`config.mk`:
```
export PLATFORM = sky130hd
export DESIGN_NAME = approx_mul_err_acc
export DESIGN_NICKNAME = d
export VERILOG_FILES = /design/src/rtl/approx_mul_err_acc.sv
export SDC_FILE = /design/constraint.sdc
export NUM_CORES = 1
export LEC_CHECK = 0
export ABC_AREA = 1
export ABC_CLOCK_PERIOD_IN_PS = 10450
export CAP_MARGIN = 20
export CORE_ASPECT_RATIO = 0.75
export CORE_UTILIZATION = 55
export DETAILED_ROUTE_END_ITERATION = 7
export PLACE_DENSITY = 0.78
export SETUP_SLACK_MARGIN = 0.15
export SYNTH_ARGS = -nofsm -noshare
export SYNTH_HDL_FRONTEND = slang
export SYNTH_SLANG_ARGS = --single-unit
```
`constraint.sdc`:
```
create_clock -name clk -period 10.45 [get_ports clk]
set_clock_uncertainty 0.05 [all_clocks]
set_input_delay 2.09 -clock clk [delete_from_list [all_inputs] [get_ports clk]]
set_output_delay 2.09 -clock clk [all_outputs]
set_load 0.01 [all_outputs]
```
`src/rtl/approx_mul_err_acc.sv`:
```
// Error statistics for an approximate multiplier: streams N operand pairs,
// compares each approximate product against the exact one, and accumulates sum/max/count of |error|.
module approx_mul_err_acc #(
   parameter int N_LOG2 = 8,
   parameter int WIDTH  = 8
) (
   input  logic                      clk,
   input  logic                      rst,
   input  logic                      start,
   input  logic                      in_valid,
   output logic                      in_ready,
   input  logic [WIDTH-1:0]          op_a,
   input  logic [WIDTH-1:0]          op_b,
   input  logic [2*WIDTH-1:0]        approx_prod,
   output logic                      busy,
   output logic                      done,
   output logic [2*WIDTH+N_LOG2-1:0] sum_err,
   output logic [2*WIDTH-1:0]        mae,
   output logic [2*WIDTH-1:0]        max_err,
   output logic [N_LOG2:0]           err_cnt
);

   localparam int PW = 2 * WIDTH;
   localparam int SW = PW + N_LOG2;
   localparam int CW = N_LOG2 + 1;
   localparam logic [CW-1:0] N_CNT    = CW'(1 << N_LOG2);
   localparam logic [CW-1:0] LAST_IDX = CW'((1 << N_LOG2) - 1);

   typedef enum logic [1:0] {IDLE, RUN, DRAIN, DONE} state_t;

   state_t          state, state_nxt;
   logic [CW-1:0]   sample_cnt;
   logic            accept, last_accept, clear;
   logic            s1_valid, s2_valid;
   logic [PW-1:0]   s1_exact, s1_approx, s2_err;

   assign accept      = in_valid && in_ready;
   assign last_accept = accept && (sample_cnt == LAST_IDX);
   assign clear       = start && ((state == IDLE) || (state == DONE));

   // State register
   always_ff @(posedge clk) begin
      if (rst) state <= IDLE;
      else     state <= state_nxt;
   end

   // Next-state logic; DRAIN ends once stage 1 is empty, so the final
   // accumulate lands on the same edge that enters DONE.
   always_comb begin
      // NOTE: default first so every path assigns state_nxt and no latch is inferred.
      state_nxt = state;
      unique case (state)
         IDLE:    if (start)       state_nxt = RUN;
         RUN:     if (last_accept) state_nxt = DRAIN;
         DRAIN:   if (!s1_valid)   state_nxt = DONE;
         DONE:    if (start)       state_nxt = RUN;
         default:                  state_nxt = IDLE;
      endcase
   end

   // Output logic
   always_comb begin
      in_ready = (state == RUN) && (sample_cnt < N_CNT);
      busy     = (state == RUN) || (state == DRAIN);
      done     = (state == DONE);
   end

   // NOTE: pure datapath registers carry no reset; the valid bits alone qualify them.
   always_ff @(posedge clk) begin
      if (accept) begin
         s1_exact  <= PW'(op_a) * PW'(op_b);
         s1_approx <= approx_prod;
      end
      if (s1_valid)
         s2_err <= (s1_exact >= s1_approx) ? s1_exact - s1_approx : s1_approx - s1_exact;
   end

   // Valid bits, sample counter and accumulators
   always_ff @(posedge clk) begin
      if (rst) begin
         s1_valid   <= 1'b0;
         s2_valid   <= 1'b0;
         sample_cnt <= '0;
         sum_err    <= '0;
         max_err    <= '0;
         err_cnt    <= '0;
      end else begin
         s1_valid <= accept;
         s2_valid <= s1_valid;
         if (clear) begin
            sample_cnt <= '0;
            sum_err    <= '0;
            max_err    <= '0;
            err_cnt    <= '0;
         end else begin
            if (accept)
               sample_cnt <= sample_cnt + CW'(1);
            if (s2_valid) begin
               sum_err <= sum_err + SW'(s2_err);
               if (s2_err > max_err) max_err <= s2_err;
               if (s2_err != '0)     err_cnt <= err_cnt + CW'(1);
            end
         end
      end
   end

   assign mae = sum_err[SW-1:N_LOG2];

endmodule
```
==> results_dict.tcl <==
set metrics [dict create \
    synth_seq_cells 110 \
    reg2reg_slack_ns 8.01 \
    tns_ns 0 \
    synthFlopType "dfxtp_1" \
    cap_violations 0 \
    syn-mean-instance-area_um2 7.02 \
    path_max_fanout 8 \
    synthAdderAreaFrac_pct 20.9 \
    die-area_mm2 0.0188 \
    fmax_mhz 159 \
    yosysTopAreaCell "edfxtp_1" \
    grt_start_max_net_pins 44 \
    seq_area_mm2 0.00268 \
    cts_made_buffers 9 \
    wl_per_cell_um 13.5 \
    totalWireLength_mm 23.3 \
    hpwl_mm 18.7 \
    synth_compound_area_share_pct 8.51 \
    status "completed" \
    clk_latency_ns 0.36 \
    hold_class "register to register" \
    worst_slew_margin_rel_pct 42.4 \
    synth_edf_count 48 \
    postCtsSetupBuffers 0 \
    row_count 42 \
    r2r_cells 10 \
    nets 1666 \
    cts_sinks 110 \
    drtIter0Drc 835 \
    core_area_mm2 0.0178 \
    yosysSeqAreaShare_pct 26.8 \
    viasPerCell 5.10 \
    antenna_found_initial 0 \
    track_usage_pct 25.9 \
    synthSimpleGateAreaFrac_pct 25.6 \
    start_kind "input pin" \
    cts.repair.resized 0 \
    syn_area_mm2 0.0100 \
    gp_congestion 0.951 \
    clk_pin_slew_ns 0.09 \
    vias 8830 \
    synth_cell_types 41 \
    post-route-period-util_pct 60.2 \
    synth_top_family_by_area "simple AND/OR/NAND/NOR gates" \
    synthXorXnorAreaFrac_pct 3.67 \
    rsz0062_at_grt "no" \
    grt_pass1_vias 8013 \
    ios 104 \
    synth.area.mux_share_pct 0 \
    multi_input_area_mm2 0.00589 \
    cts_tree "yes" \
    yosys_warnings 0 \
    synth_nets 1609 \
    ir_worst_vdd_v 0.000110 \
    dr.pass1.iters 5 \
    drive_above_1_share_pct 3.35 \
    numPortBuffers 103 \
    area_growth_pct 13.1 \
    fin_total_pwr_w 0.00195 \
    drv_slew 0 \
    end_kind "register" \
    whs_ns 0.440 \
    reg2reg_to "s2_err[9]" \
    hold_depth 2 \
    worst_ep_required_time_ns 10.51 \
    cts_max_level 3 \
    fillers 1635 \
    setup_viol 0 \
    cts_hold_buf 0 \
    clockBufferDepth 2 \
    path_class "input pin to register" \
    initial_core_util_pct 56.4 \
    hold_viol 0 \
    placed_cell_area_mm2 0.0110 \
    async_flop_share_pct 0 \
    diodes 0 \
    drc 0 \
    arrival_ns 6.35 \
    die_x_um 158 \
    synth.top_cell.area_share_pct 14.4 \
    fin_area_mm2 0.0113 \
    grt_pass1_wl_mm 38.8 \
    clk_root_buffer_cell "clkbuf_16" \
    finalCriticalPeriod_ns 6.29 \
    die_h_um 119 \
    holdCritStartpoint "sample_cnt[7]" \
    regToRegStartpoint "s1_approx[0]" \
    ant_nets 0 \
    grt_overflow 0 \
    netlist_top_cells_area "edfxtp_1 (14%), nand2_1 (14%), ha_1 (13%)" \
    holdPathEnd "sample_cnt[7]" \
    syn_inst 1429 \
    p_per_area_mw_per_mm2 172 \
    worst_slew_pin_slew_ns 0.863 \
    p_leak_nw 5.82 \
]
[Yosys cell counts (all sizes together) (3+ instances only)]
library cell	count
nand2	382
inv	293
nor2	127
ha	105
a21oi	99
nand3	86
dfxtp	62
edfxtp	48
o21ai	42
fa	39
buf	37
xor2	30
clkbuf	23
xnor2	12
nor3	11
nand4	9
o21bai	5
nor4	4
o21a	3
[critical path: stages]
cell and delay, ns:
clkdlybuf4s50_1 0.69, nand2_1 0.14, fa_1 0.51, fa_1 0.54, inv_1 0.05, fa_1 0.52, inv_1 0.05, fa_1 0.52
inv_1 0.04, ha_1 0.35, a21oi_1 0.20, o21ai_0 0.16, a21oi_1 0.22, o21bai_1 0.11, xor2_1 0.14
[layer usage]
metal  vias up  share of wire [%]  global-route usage [%]
li1       4520                  -                       -
met4         0               0.74                    4.00
met2       282                 43                    39.6
met1      4013                 49                    38.1
met5         -                  0                       0
met3        15                7.4                    5.02
[placed cells by master (no fill, tap or decap), types with 3 or more instances in the layout]
cell type	instances
nand2_1	371
inv_1	289
nor2_1	121
ha_1	105
clkdlybuf4s50_1	103
a21oi_1	93
nand3_1	85
dfxtp_1	62
edfxtp_1	48
fa_1	39
o21ai_0	33
xor2_1	30
xnor2_1	12
nand2_2	9
nand4_1	9
nor3_1	9
clkbuf_16	9
o21ai_1	8
nor2_2	6
a21oi_2	6
o21bai_1	5
nor4_1	4
inv_2	3
o21a_1	3
clkinv_4	3
buf_4	3
[sequential cells by signal (all words and copies together) (netlist names), 2 cells and up]
name	count
s2_err	16
s1_approx	16
sum_err	24
err_cnt	9
max_err	16
state	2
s1_exact	16
sample_cnt	9
[kinds of logic after synthesis]
group,count (synthesis)
AO/OA/AOI/OAI,158
XOR/XNOR,42
adder cells (fa/ha/maj),144
buffers and inverters,353
flip-flops,110
AND/OR/NAND/NOR,622
[metrics by stage]
| stage | cells | setup slack [ns] | utilization, % |
|---|---|---|---|
| floorplan | 1429 | 4.50 | - |
| global placement | 1717 | 3.86 | 62.1 |
| detailed placement | 1717 | 3.83 | 62.1 |
| CTS | 1733 | 4.20 | 63.9 |
| global route | 1733 | 3.98 | 63.9 |
| finish | 1733 | 4.16 | 63.9 |
[final cells by class]
cell class                      count  area share (%)
Clock inverter                      7           0.772
Multi-Input combinational cell    966            51.9
Clock buffer                        9            1.99
Sequential cell                   110            23.7
Tap cell                          242            2.67
Inverter                          293            9.72
Timing Repair Buffer              106            9.29
[worst max-delay path by stage]
stage / startpoint / end / slack, ns / depth (start not counted)
after floorplan: op_a[0] / s1_exact[12] / 4.50 / 15
after global placement: op_a[0] / s1_exact[12] / 3.86 / 15
after detailed placement: op_a[0] / s1_exact[12] / 3.83 / 15
after CTS: op_a[0] / s1_exact[12] / 4.20 / 15
after global routing: op_a[1] / s1_exact[12] / 3.98 / 15
final: op_a[1] / s1_exact[12] / 4.16 / 15
[where the power goes]
group	internal (W)	leakage [nW]	total [W]	switching, W
clock	0.000192	0.154	0.000368	0.000176
sequential	0.000537	0.941	0.000580	0.0000423
combinational	0.000362	4.72	0.00100	0.000637
total	0.00109	5.82	0.00195	0.000856
No activity file was read; power rests on OpenSTA's default activity.
